==> src/rtl/switch_ingress_pkg.sv <==
// switch_ingress_pkg: state encoding and packet-format constants shared by the ingress arbiter
package switch_ingress_pkg;
  typedef enum logic [2:0] {IDLE, ADDR, TAG, LEN, PAYLOAD, GAP} state_e;
  localparam int OFS_ADDR = 0;
  localparam int OFS_TAG = 1;
  localparam int OFS_LEN = 2;
  localparam logic [7:0] PAD_BYTE = 8'h00;
endpackage

==> src/rtl/switch_rr_pick.sv <==
// switch_rr_pick: combinational round-robin selector searching from rr_ptr+1 upward
module switch_rr_pick import switch_ingress_pkg::*; #(
  parameter int NUM_SRC = 4,
  localparam int IW = $clog2(NUM_SRC)
) (
  input  logic [NUM_SRC-1:0] req,
  input  logic [IW-1:0]      rr_ptr,
  output logic [NUM_SRC-1:0] gnt,
  output logic [IW-1:0]      win,
  output logic               any
);
  always_comb begin
    gnt = '0;
    win = '0;
    any = |req;
    for (int k = NUM_SRC; k >= 1; k--) begin
      if (req[(int'(rr_ptr) + k) % NUM_SRC]) begin
        gnt = '0;
        gnt[(int'(rr_ptr) + k) % NUM_SRC] = 1'b1;
        win = IW'((int'(rr_ptr) + k) % NUM_SRC);
      end
    end
  end
endmodule

==> src/rtl/switch_ingress_arbiter.sv <==
// switch_ingress_arbiter: packet round-robin mux onto the switch ingress port; SWITCH_INGRESS_STALL_TIMEOUT_EN adds stall padding
module switch_ingress_arbiter import switch_ingress_pkg::*; #(
  parameter int NUM_SRC = 4,
  parameter int STALL_LIMIT = 16
) (
  input  logic                 clk,
  input  logic                 rst,
  input  logic                 cfg_busy,
  input  logic [NUM_SRC-1:0]   src_req,
  input  logic [8*NUM_SRC-1:0] src_data,
  input  logic [NUM_SRC-1:0]   src_valid,
  output logic [NUM_SRC-1:0]   src_ready,
  output logic [NUM_SRC-1:0]   gnt,
  output logic [7:0]           data,
  output logic                 data_status,
  output logic                 pkt_done,
  output logic                 err_stall
);
  localparam int IW = $clog2(NUM_SRC);
  state_e state;
  logic [IW-1:0] rr_ptr, win;
  logic [NUM_SRC-1:0] pick;
  logic [7:0] remaining, byte_in;
  logic any, active, pad, xfer, last;
  switch_rr_pick #(.NUM_SRC(NUM_SRC)) u_pick (.req(src_req), .rr_ptr(rr_ptr), .gnt(pick), .win(win), .any(any));
  assign active = state inside {ADDR, TAG, LEN, PAYLOAD};
  assign src_ready = (active && !pad) ? gnt : '0;
  assign xfer = active && (pad || (src_valid[rr_ptr] && src_ready[rr_ptr]));
  assign byte_in = pad ? PAD_BYTE : src_data[{rr_ptr, 3'b000} +: 8];
  assign last = (state == LEN && byte_in == 8'h00) || (state == PAYLOAD && remaining == 8'd1);
  // rr_ptr doubles as the owner index while a packet is in flight
  always_ff @(posedge clk) begin
    if (rst) begin
      state <= IDLE;
      gnt <= '0;
      rr_ptr <= IW'(NUM_SRC - 1);
      remaining <= 8'h00;
      data <= 8'h00;
      data_status <= 1'b0;
      pkt_done <= 1'b0;
    end else begin
      data_status <= xfer;
      pkt_done <= xfer && last;
      if (xfer) data <= byte_in;
      case (state)
        IDLE: if (!cfg_busy && any) begin
          gnt <= pick;
          rr_ptr <= win;
          state <= ADDR;
        end
        ADDR: if (xfer) state <= TAG;
        TAG: if (xfer) state <= LEN;
        LEN: if (xfer) begin
          remaining <= byte_in;
          state <= (byte_in != 8'h00) ? PAYLOAD : GAP;
        end
        PAYLOAD: if (xfer) begin
          remaining <= remaining - 8'd1;
          state <= last ? GAP : PAYLOAD;
        end
        GAP: state <= IDLE;
        default: state <= IDLE;
      endcase
      if (xfer && last) gnt <= '0;
    end
  end
`ifdef SWITCH_INGRESS_STALL_TIMEOUT_EN
  localparam int CW = $clog2(STALL_LIMIT + 1);
  logic [CW-1:0] stall_cnt;
  logic stall_hit;
  assign stall_hit = active && !pad && !xfer && stall_cnt == CW'(STALL_LIMIT - 1);
  // once padding starts it runs to the end of the packet; leaving the active states clears it
  always_ff @(posedge clk) begin
    if (rst) begin
      stall_cnt <= '0;
      pad <= 1'b0;
      err_stall <= 1'b0;
    end else begin
      err_stall <= stall_hit;
      pad <= active && (pad || stall_hit);
      stall_cnt <= (!active || pad || xfer || stall_hit) ? '0 : stall_cnt + 1'b1;
    end
  end
`else
  assign pad = 1'b0;
  assign err_stall = 1'b0;
`endif
endmodule

==> config.mk <==
export PLATFORM = sky130hd
export DESIGN_NAME = switch_ingress_arbiter
export DESIGN_NICKNAME = d
export VERILOG_FILES = /design/src/rtl/switch_ingress_pkg.sv /design/src/rtl/switch_rr_pick.sv /design/src/rtl/switch_ingress_arbiter.sv
export SDC_FILE = /design/constraint.sdc
export NUM_CORES = 1
export LEC_CHECK = 0
export CAP_MARGIN = 20
export CORE_ASPECT_RATIO = 0.8
export CORE_MARGIN = 5
export CORE_UTILIZATION = 45
export CTS_BUF_LIST = sky130_fd_sc_hd__clkbuf_8
export DETAILED_ROUTE_END_ITERATION = 10
export PLACE_DENSITY = 0.77
export SYNTH_ARGS = -nofsm -noshare
export SYNTH_HDL_FRONTEND = slang
export SYNTH_SLANG_ARGS = --single-unit
==> constraint.sdc <==
create_clock -name clk -period 3.1 [get_ports clk]
set_clock_uncertainty 0.05 [all_clocks]
set_input_delay 0.465 -clock clk [delete_from_list [all_inputs] [get_ports clk]]
set_output_delay 0.465 -clock clk [all_outputs]
set_load 0.02 [all_outputs]
==> results of run 1 <==
[layout by cell type (no fill, tap or decap), types with 2 or more instances in the layout]
cell type	n
a211oi_1	9
mux4_2	5
or4_1	2
o21ai_0	19
nor3b_1	4
nand2_1	21
a21oi_1	11
clkbuf_8	3
nor2_1	22
mux2_2	2
mux4_1	7
inv_1	11
mux2i_1	9
clkdlybuf4s50_1	60
a21o_1	4
nor4_1	3
a22o_1	2
nand3_1	6
nand2b_1	2
xnor2_1	3
dfxtp_1	27
ha_1	6
buf_4	5
nor3_1	9
o22ai_1	2
o2111ai_1	2
and2_1	4
[area by class of cell]
cell class	instances	area, um^2	share of cell area (%)
multi-input cells	182	1404	51.07
repair buffers	65	638.1	23.21
flip-flops and latches	27	540.5	19.66
well taps	60	75.07	2.731
inverters	12	45.04	1.639
clock buffers	3	41.29	1.502
clock inverters	1	5.005	0.1821
[critical path, delay by kind of cell, from the launching register on]
family,cells,cell delay (ns)
DFF,1,0.48
buffers and inverters,1,0.60
and+or+nand+nor,2,0.29
xor gates and xnor gates,1,0.26
[state kept, by name (all words and copies together) (netlist names)]
register     flops
rr_ptr           2
data             8
gnt              4
pkt_done         1
state            3
data_status      1
remaining        8
[power groups by stage]
stage          logic (mW)  registers (mW)  clock network [mW]
6_report            0.387           0.376               0.198
5_1_grt             0.425           0.379               0.219
4_1_cts             0.387           0.376               0.202
3_5_place_dp        0.386           0.384                   0
3_3_place_gp        0.381           0.384                   0
2_1_floorplan       0.259           0.391                   0
[per-layer routing]
metal / GRT usage (%) / vias to the layer above
met3: 3.609 / 2
met5: 0 / -
met2: 27.54 / 68
li1: - / 990
met4: 2.988 / 0
met1: 26.45 / 914
[worst min path at each step]
stage	cells after the start	slack, ns	end	startpoint
6_report	2	0.45	remaining[7]	remaining[7]
3_5_place_dp	2	0.43	data[2]	data[2]
4_1_cts	2	0.45	remaining[7]	remaining[7]
3_3_place_gp	2	0.42	data[6]	data[6]
2_1_floorplan	2	0.41	remaining[3]	remaining[3]
5_1_grt	2	0.49	remaining[7]	remaining[7]
[metrics by stage]
stage | area [um^2] | cells | utilization, % | setup WS, ns | power (mW)
6_report | 2749 | 350 | 60.52 | 0.6788 | 0.9619
3_3_place_gp | 2703 | 346 | 59.50 | 0.6336 | 0.7641
2_1_floorplan | 2088 | 239 | - | 0.7419 | 0.6497
3_5_place_dp | 2703 | 346 | 59.50 | 0.5615 | 0.7700
4_1_cts | 2749 | 350 | 60.52 | 0.6772 | 0.9653
5_1_grt | 2749 | 350 | 60.52 | 0.5149 | 1.023
[cells by family after synthesis]
family | share of synthesized area (%)
AOI/OAI and AO/OA | 19.83
xor gates and xnor gates | 1.258
adders and majority gates | 4.134
buffers and inverters | 6.890
DFF | 25.88
muxes | 19.59
other | 0.1796
and+or+nand+nor | 22.23
==> key figures, run 1 <==
Outcome
  • Run status: finished, final reports clean

Worst setup path
  • CP Launch Point: state[1]
  • Reg-to-Reg Start: rr_ptr[0]
  • Worst EP required: 2.58 ns
  • Startpoint class of the critical path: flip-flop
  • CP Class: flip-flop to output port
  • Worst R2R Path Depth: 6
  • Critical Path Slowest Stage Cell: clkdlybuf4s50_1
  • CP endpoint kind: output port
  • R2R setup slack: approximately 0.76 ns
  • CP max FO: 7
  • FF-to-FF End: gnt[0]
  • Max incr delay on CP: 0.60 ns
  • Worst Setup EP: src_ready[2]
  • Crit path cell chain: nor2_1, xnor2_1, and2_1, clkdlybuf4s50_1
  • Crit path arrival time: 1.91 ns

Power
  • Power share of the clock group: about a fifth
  • Part of the power in registers: around two fifths
  • Leak: roughly 1 nW
  • Switching share of power: roughly a third
  • Max VDD drop: between 0.2 and 0.3 mV
  • Net Switching: around 0.32 mW
  • Power Internal: ~0.65 mW
  • PD cells: around 350 nW/um^2
  • Logic pwr share: a little over 40%

Synthesis
  • Yosys Warn Count: 0
  • Post-synth EDFFs: 0
  • Net count after synthesis: between 200 and 300
  • Most used DFF post-synth: dfxtp_1
  • Most common cell in the netlist: dfxtp_1
  • Cell Area, Synth: between 2000 and 2500 um^2
  • Async S/R FF share, synth: 0%
  • Flops & latches, synth: 27
  • Synth top area cells: dfxtp_1 (26%), mux4_1 (8.8%), mux4_2 (5.4%)
  • Cell variety after synth: 57
  • Synth area leader: dfxtp_1
  • Synth cell count leaders: dfxtp_1 (27), nor2_1 (22), nand2_1 (21)
  • Top-area cell type share of the netlist area: 25.88%
  • Sequential share of the synthesized area: 25.88%
  • Cells after Synth: roughly 240
  • Synthesized area per cell: 8.737 um^2

Clock tree
  • TritonCTS clock tree: built
  • CTS Sinks: 27
  • CTS Root Cell: clkbuf_8
  • Clock transition at the registers of the reported paths: 0.09 ns
  • CTS resizes: 0
  • H-tree levels: 1
  • Total CTS buffers: 3
  • CTS max path bufs: 2
  • Setup repair bufs after CTS: 0
  • Hold-fix buffers, CTS: 0
  • Worst-Skew Late Latency: ~0.27 ns

Routing
  • Drt pass-1 iters: 4
  • ANT nets after route: 0
  • M1 wire length: ~2500 um
  • Routed met2 length: roughly 2400 um
  • Routed wire length per instance: 14.97 um
  • Final WL: 5240 um
  • Top layer in use: met4
  • DRC Markers: 0
  • Vias: ~2000
  • 1st-iter DRT viols: ~140
  • Vias/cell: approximately 5.6
  • Met3 wire len: 321 um

Timing
  • Worst hold slack: 0.4490 ns
  • RSZ-0062 raised after global routing: false
  • Relative slew slack: about three fifths
  • Max Clock Freq: a little over 400 MHz
  • Setup_tns: 0 ns
  • Final Critical Period: ~2.4 ns
  • Fin crit share: about four fifths
  • Slew @ Worst Pin: just over 0.6 ns
  • Setup violations, final: 0
  • Slew Limit Fails: 0
  • Hold Fails Final Rpt: 0

Finish
  • Layout cells sized above 1: around 9.0%
  • N_diodes: 0
  • Filler instances: 413
  • Area delta synth->final: 31.64%
  • Post-layout nets: 340

Floorplan
  • Initial core utilization: a little under half
  • Core box area: 4542 um^2
  • Die W: 86.16 um
  • # IOs: a little over 60
  • Rows: 22
  • Die area: between 6000 and 7000 um^2
  • Die Y: about 71 um

GRT
  • GRT overflow: 0
  • Largest net degree at the start of global routing: 25
  • Initial antenna violation count: 0
  • Vias in the first global route: 1859
  • GRT Total Usage: 17.97%
  • First-pass GRT wire length: a little over 9000 um

Placement
  • Dpl hpwl: between 4000 and 5000 um
  • IO Port Bufs: 60
  • Final GP Congestion: roughly 0.82

Job
  • MaxCap Viol Count: 0

Worst hold path
  • Worst hold path class: flip-flop to flip-flop
(Power assumes the default switching activity.)
==> inputs of run 2 (changes only) <==
==> constraint.sdc (replaced) <==
create_clock -name clk -period 2.4 [get_ports clk]
set_clock_uncertainty 0.05 [all_clocks]
set_input_delay 0.36 -clock clk [delete_from_list [all_inputs] [get_ports clk]]
set_output_delay 0.36 -clock clk [all_outputs]
set_load 0.02 [all_outputs]
==> run 2 against run 1 <==
Net effect: critical path type unchanged; sequential share of layout area fell by 0.61 points; highest routed layer unchanged; worst setup slack got worse by 0.55 ns; sequential cell count did not move; combinational power rose by 38%.
==> key figures, run 2 (same netlist as run 1, synthesis figures left out) <==
Finish
  • Area of the multi-input gates: 1411 um^2 (+0.53%)
  • Post-layout nets: 351 (+3.2%)
  • Largest regs: data (8), remaining (8), gnt (4)
  • Commonest non-fill, non-tap cell in the layout: clkdlybuf4s50_1
  • N_diodes: 0 (unchanged)
  • Most frequent cells in the layout: clkdlybuf4s50_1 (60), dfxtp_1 (26), nor2_1 (22)
  • Filler instances: 381 (-7.7%)
  • Layout cells sized above 1: 12.96% (+4.0 points)
  • Sequential standard cell area: 541.8 um^2 (+0.23%)
  • Area delta synth->final: 36.13%

Timing
  • Setup violations, final: 0 (unchanged)
  • Worst hold slack: 0.4512 ns (+0.002204 ns)
  • Relative slew slack: 40.96% (-18 points)
  • Final Critical Period: approximately 2.3 ns
  • Setup_tns: 0 ns (unchanged)
  • Max Clock Freq: between 400 and 500 MHz
  • Slew Limit Fails: 0 (unchanged)
  • RSZ-0062 raised after global routing: false
  • Fin crit share: between 90% and 100%
  • Final setup slack of the worst path: 0.1333 ns (-0.5455 ns)
  • Hold Fails Final Rpt: 0 (unchanged)
  • Slew @ Worst Pin: 0.8742 ns (+0.2696 ns)

Placement
  • Post-Place Worst Slack: 0.003352 ns (-0.5582 ns)
  • Final GP Congestion: 0.8631 (+5.4%)
  • Dpl hpwl: 4322 um (+7.7%)
  • IO Port Bufs: 60 (unchanged)

Clock tree
  • CTS Root Cell: clkbuf_8
  • Total CTS buffers: 3 (unchanged)
  • Clock transition at the registers of the reported paths: 0.10 ns (about the same)
  • CTS max path bufs: 2 (unchanged)
  • TritonCTS clock tree: built
  • H-tree levels: 1 (unchanged)
  • CTS Sinks: 27 (unchanged)
  • Worst-Skew Late Latency: 0.28 ns (about the same)

Floorplan
  • Rows: 22 (unchanged)
  • Die Y: 70.93 um (unchanged)
  • Initial core utilization: 45.98% (unchanged)
  • Die area: 6111 um^2 (unchanged)
  • Die W: 86.16 um (unchanged)
  • Core box area: 4542 um^2 (unchanged)
  • # IOs: 62 (unchanged)

GRT
  • GRT overflow: 0 (unchanged)
  • Initial antenna violation count: 0 (unchanged)
  • Vias in the first global route: 1879 (+1.1%)
  • GRT Total Usage: 17.43% (-0.55 points)
  • First-pass GRT wire length: 8700 um (-4.0%)
  • Largest net degree at the start of global routing: 19 (-24%)

Routing
  • Vias/cell: 5.607 (-0.59%)
  • DRC Markers: 0 (unchanged)
  • Vias: 2024 (+2.5%)
  • 1st-iter DRT viols: 120 (-13%)
  • Routed met2 length: 2559 um (+5.4%)
  • ANT nets after route: 0 (unchanged)
  • Routed wire length per instance: 14.84 um (-0.86%)
  • M1 wire length: 2489 um (+0.69%)
  • Drt pass-1 iters: 4 (unchanged)
  • Final WL: 5358 um (+2.3%)
  • Met3 wire len: 296 um (-7.8%)
  • Top layer in use: met4

Worst setup path
  • Worst EP required: 1.99 ns (-0.59 ns)
  • Startpoint class of the critical path: flip-flop
  • CP endpoint kind: output port
  • CP Class: flip-flop to output port
  • Crit path arrival time: 1.86 ns (-0.05 ns)
  • CP max FO: 8 (+1)

Power
  • Max VDD drop: 0.3153 mV (+10%)
  • PD cells: 451.8 nW/um^2 (+29%)
  • Leak: 1.060 nW (+5.6%)

Outcome
  • Run status: finished, final reports clean

Worst hold path
  • Worst hold path class: flip-flop to flip-flop

Job
  • MaxCap Viol Count: 0 (unchanged)
[run 2: changes by cell type in the layout (fill, tap and decap cells not counted), sizes merged]
| cell | before | now |
|---|---|---|
| buf | 5 | 16 |
| clkinv | 1 | 0 |
| clkinvlp | 0 | 1 |
[run 2: metal layers]
layer	vias up	GRT usage [%]
met4	0	2.460
met1	946	23.78
met5	-	0
met3	2	3.376
li1	1016	-
met2	60	29.26
[run 2: layout make-up]
type / instances / share of cell area [%]
Multi-Input combinational cell: 182 / 49.65
Timing Repair Buffer: 76 / 25.35
Sequential cell: 27 / 19.06
Tap cell: 60 / 2.641
Inverter: 12 / 1.585
Clock buffer: 3 / 1.452
Clock inverter: 1 / 0.2641
[run 2: through the flow]
step / utilization [%] / instances / power (mW) / instance area [um^2]
5_1_grt: 62.59 / 361 / 1.355 / 2843
3_3_place_gp: 61.32 / 357 / 1.021 / 2785
2_1_floorplan: - / 239 / 0.8392 / 2088
3_5_place_dp: 61.32 / 357 / 1.031 / 2785
4_1_cts: 62.40 / 361 / 1.291 / 2834
6_report: 62.59 / 361 / 1.284 / 2843
[run 2: power breakdown]
part	internal (mW)	total, mW	switching [mW]
combinational	0.279	0.533	0.254
sequential	0.468	0.490	0.0212
clock	0.118	0.262	0.144
total	0.865	1.28	0.419
[run 2: timing repair]
| action | in CTS | in global routing |
|---|---|---|
| setup buffers | 0 | 0 |
| endpoints found under the setup margin | 0 | 8 |
| hold buffers | 0 | 0 |
| gates resized for setup | 0 | 2 |
[run 2: worst max-delay path: stages, from the launching register on]
cell,delay (ns)
dfxtp_1,0.38
nor2_1,0.26
xnor2_2,0.17
and2_1,0.15
clkdlybuf4s50_1,0.61
[run 2: path summary, 6_finish.rpt]
path / from / to / slack, ns / cells after the start
setup / recovery: state[0] / src_ready[0] / 0.13 / 4
hold / removal: remaining[7] / remaining[7] / 0.45 / 2
setup reg to reg: rr_ptr[1] / gnt[2] / 0.14 / 7
hold reg to reg: remaining[7] / remaining[7] / 0.45 / 2
==> inputs of run 3 (changes only) <==
--- a/config.mk
+++ b/config.mk
@@ -10,7 +10,9 @@
 export CORE_MARGIN = 5
 export CORE_UTILIZATION = 45
 export CTS_BUF_LIST = sky130_fd_sc_hd__clkbuf_8
+export CTS_CLUSTER_SIZE = 20
 export DETAILED_ROUTE_END_ITERATION = 10
+export GPL_TIMING_DRIVEN = 0
 export PLACE_DENSITY = 0.77
 export SYNTH_ARGS = -nofsm -noshare
 export SYNTH_HDL_FRONTEND = slang
==> run 3 against run 2 <==
Net effect: worst setup slack worse by 0.063 ns; maximum frequency down 2.7%; utilization down 0.30 points; via count up 0.49%; largest power group unchanged; cell area down 0.48%; non-clock buffer count down 2; sequential share of layout area up 0.093 points.
==> key figures, run 3 (same netlist as run 1, synthesis figures left out) <==
Power
  • Leak: 1.034 nW (-2.5%)
  • Max VDD drop: 0.2171 mV (-31%)
  • Overall Power: 1.291 mW (+0.53%)
  • PD cells: 456.4 nW/um^2 (+1.0%)

Floorplan
  • Rows: 22 (unchanged)
  • Die area: 6111 um^2 (unchanged)
  • # IOs: 62 (unchanged)
  • Die Y: 70.93 um (unchanged)
  • Die W: 86.16 um (unchanged)
  • Initial core utilization: 45.98% (unchanged)
  • Core box area: 4542 um^2 (unchanged)

Clock tree
  • H-tree levels: 1 (unchanged)
  • Total CTS buffers: 3 (unchanged)
  • Clock transition at the registers of the reported paths: 0.10 ns (about the same)
  • CTS max path bufs: 2 (unchanged)
  • TritonCTS clock tree: built
  • Worst-Skew Late Latency: 0.28 ns (about the same)
  • CTS Sinks: 27 (unchanged)
  • CTS Root Cell: clkbuf_8

Worst hold path
  • Hold_sp: remaining[3]
  • Worst hold path class: flip-flop to flip-flop
  • Hold worst-path end: remaining[3]
  • Hold Path Cell Cnt: 2 (unchanged)

Placement
  • Cell area after placement: 2754 um^2 (-1.1%)
  • Dpl hpwl: 4275 um (-1.1%)
  • IO Port Bufs: 59 (-1.7%)
  • Placed insts: 358 (+0.28%)
  • Final GP Congestion: 0.8125 (-5.9%)

Finish
  • Post-Layout Cell Count: 359 (-0.55%)
  • Most frequent cells in the layout: clkdlybuf4s50_1 (59), dfxtp_1 (26), nor2_1 (22)
  • Post-layout nets: 349 (-0.57%)
  • Final non-filler cell area: 2829 um^2 (-0.48%)
  • Largest regs: data (8), remaining (8), gnt (4)
  • Area delta synth->final: 35.47%
  • Layout cells sized above 1: 11.37% (-1.6 points)
  • Filler instances: 406 (+6.6%)
  • N_diodes: 0 (unchanged)
  • Commonest non-fill, non-tap cell in the layout: clkdlybuf4s50_1

Routing
  • 1st-iter DRT viols: 175 (+46%)
  • Vias/cell: 5.666 (+1.1%)
  • Final WL: 5586 um (+4.3%)
  • Vias: 2034 (+0.49%)
  • Routed wire length per instance: 15.56 um (+4.8%)
  • DRC Markers: 0 (unchanged)
  • ANT nets after route: 0 (unchanged)
  • Drt pass-1 iters: 4 (unchanged)

Job
  • MaxCap Viol Count: 0 (unchanged)

Worst setup path
  • Reg-to-Reg Start: rr_ptr[1]
  • Critical path depth in cells: 8 (+4)
  • Crit path max-delay family: multiplexers
  • CP max FO: 8 (unchanged)
  • Startpoint class of the critical path: flip-flop
  • Crit path cell chain: buf_6, inv_1, ha_4, mux4_2, nor3b_2, a21o_1, a211oi_1, nor3_1
  • Critical path buffers and inverters: 2 (+1)
  • Max incr delay on CP: 0.51 ns (-0.10 ns)
  • R2R setup slack: 0.07 ns (-0.07 ns)
  • CP endpoint kind: flip-flop
  • Worst R2R Path Depth: 8 (+1)
  • CP Class: flip-flop to flip-flop
  • FF-to-FF End: gnt[0]
  • Critical Path Slowest Stage Cell: mux4_2
  • Crit path arrival time: 2.45 ns (+0.59 ns)
  • Worst EP required: 2.52 ns (+0.53 ns)

GRT
  • Vias in the first global route: 1883 (+0.21%)
  • Initial antenna violation count: 0 (unchanged)
  • GRT overflow: 0 (unchanged)
  • First-pass GRT wire length: 9321 um (+7.1%)
  • Largest net degree at the start of global routing: 16 (-3)
  • GRT Total Usage: 18.65% (+1.2 points)

Timing
  • Slew @ Worst Pin: 0.8785 ns (+0.004260 ns)
  • Setup violations, final: 0 (unchanged)
  • Hold Fails Final Rpt: 0 (unchanged)
  • Max Clock Freq: 429.3 MHz (-2.7%)
  • Final Critical Period: 2.330 ns (+0.06285 ns)
  • Fin crit share: 97.06% (+2.6 points)
  • Slew Limit Fails: 0 (unchanged)
  • RSZ-0062 raised after global routing: false
  • Relative slew slack: 41.31% (+0.35 points)

Outcome
  • Run status: finished, final reports clean
run 3: cell count changes in the layout (fill, tap and decap cells not counted):
cell / previous run / this run
buf_4: 16 / 1
clkbuf_1: 0 / 7
buf_6: 0 / 4
buf_2: 0 / 3
a211oi_1: 9 / 8
a211oi_2: 0 / 1
clkdlybuf4s50_1: 60 / 59
clkinv_2: 0 / 1
clkinvlp_4: 1 / 0
ha_1: 6 / 5
ha_4: 0 / 1
o32ai_1: 1 / 0
o32ai_2: 0 / 1
run 3: worst max path at each step:
stage               startpoint            to  slack [ns]
floorplan            rr_ptr[1]        gnt[0]        0.04
global placement     rr_ptr[1]        gnt[3]       -0.25
detailed placement   rr_ptr[1]        gnt[3]       -0.28
CTS                   state[0]  src_ready[2]        0.01
global route        src_req[3]     rr_ptr[0]        0.01
finish               rr_ptr[1]        gnt[0]        0.07
run 3: layer usage:
metal | routed length, um | up-vias | track usage, %
met4 | 17 | 0 | 4.921
met5 | 0 | - | 0
met1 | 2622 | 955 | 27.62
met2 | 2593 | 68 | 28.31
met3 | 352 | 3 | 2.561
li1 | - | 1008 | -
run 3: per-stage QoR:
stage	setup TNS, ns	worst slack, ns	hold WS, ns	utilization (%)
floorplan	0	0.04188	0.3986	-
global placement	-0.9701	-0.2495	0.4275	60.63
detailed placement	-1.179	-0.2832	0.4307	60.63
CTS	0	0.009939	0.4503	61.98
global route	0	0.01146	0.4865	62.29
finish	0	0.07050	0.4490	62.29
run 3: timing repair:
action	4_1_cts	5_1_grt
resized for setup	4	4
setup buffers	0	0
hold buffers	0	0
endpoints found under the setup margin	9	9
run 3: power breakdown:
| group | switching, mW | internal, mW |
|---|---|---|
| logic | 0.264 | 0.273 |
| clock network | 0.150 | 0.117 |
| registers | 0.0198 | 0.468 |
| total | 0.433 | 0.858 |
run 3: layout make-up:
| type | count | area [um^2] | area share [%] |
|---|---|---|---|
| multi-input cells | 182 | 1436 | 50.77 |
| repair buffers | 59 | 590.6 | 20.88 |
| flip-flops and latches | 27 | 541.8 | 19.15 |
| plain buffers | 15 | 93.84 | 3.317 |
| well taps | 60 | 75.07 | 2.654 |
| inverters | 12 | 45.04 | 1.592 |
| clock buffers | 3 | 41.29 | 1.460 |
| clock inverters | 1 | 5.005 | 0.1769 |
run 3: tightest hold or removal path, delay by kind of cell (launching register included):
family | cells | cell delay [ns]
AO/OA/AOI/OAI | 2 | 0.13
flip-flops | 1 | 0.33
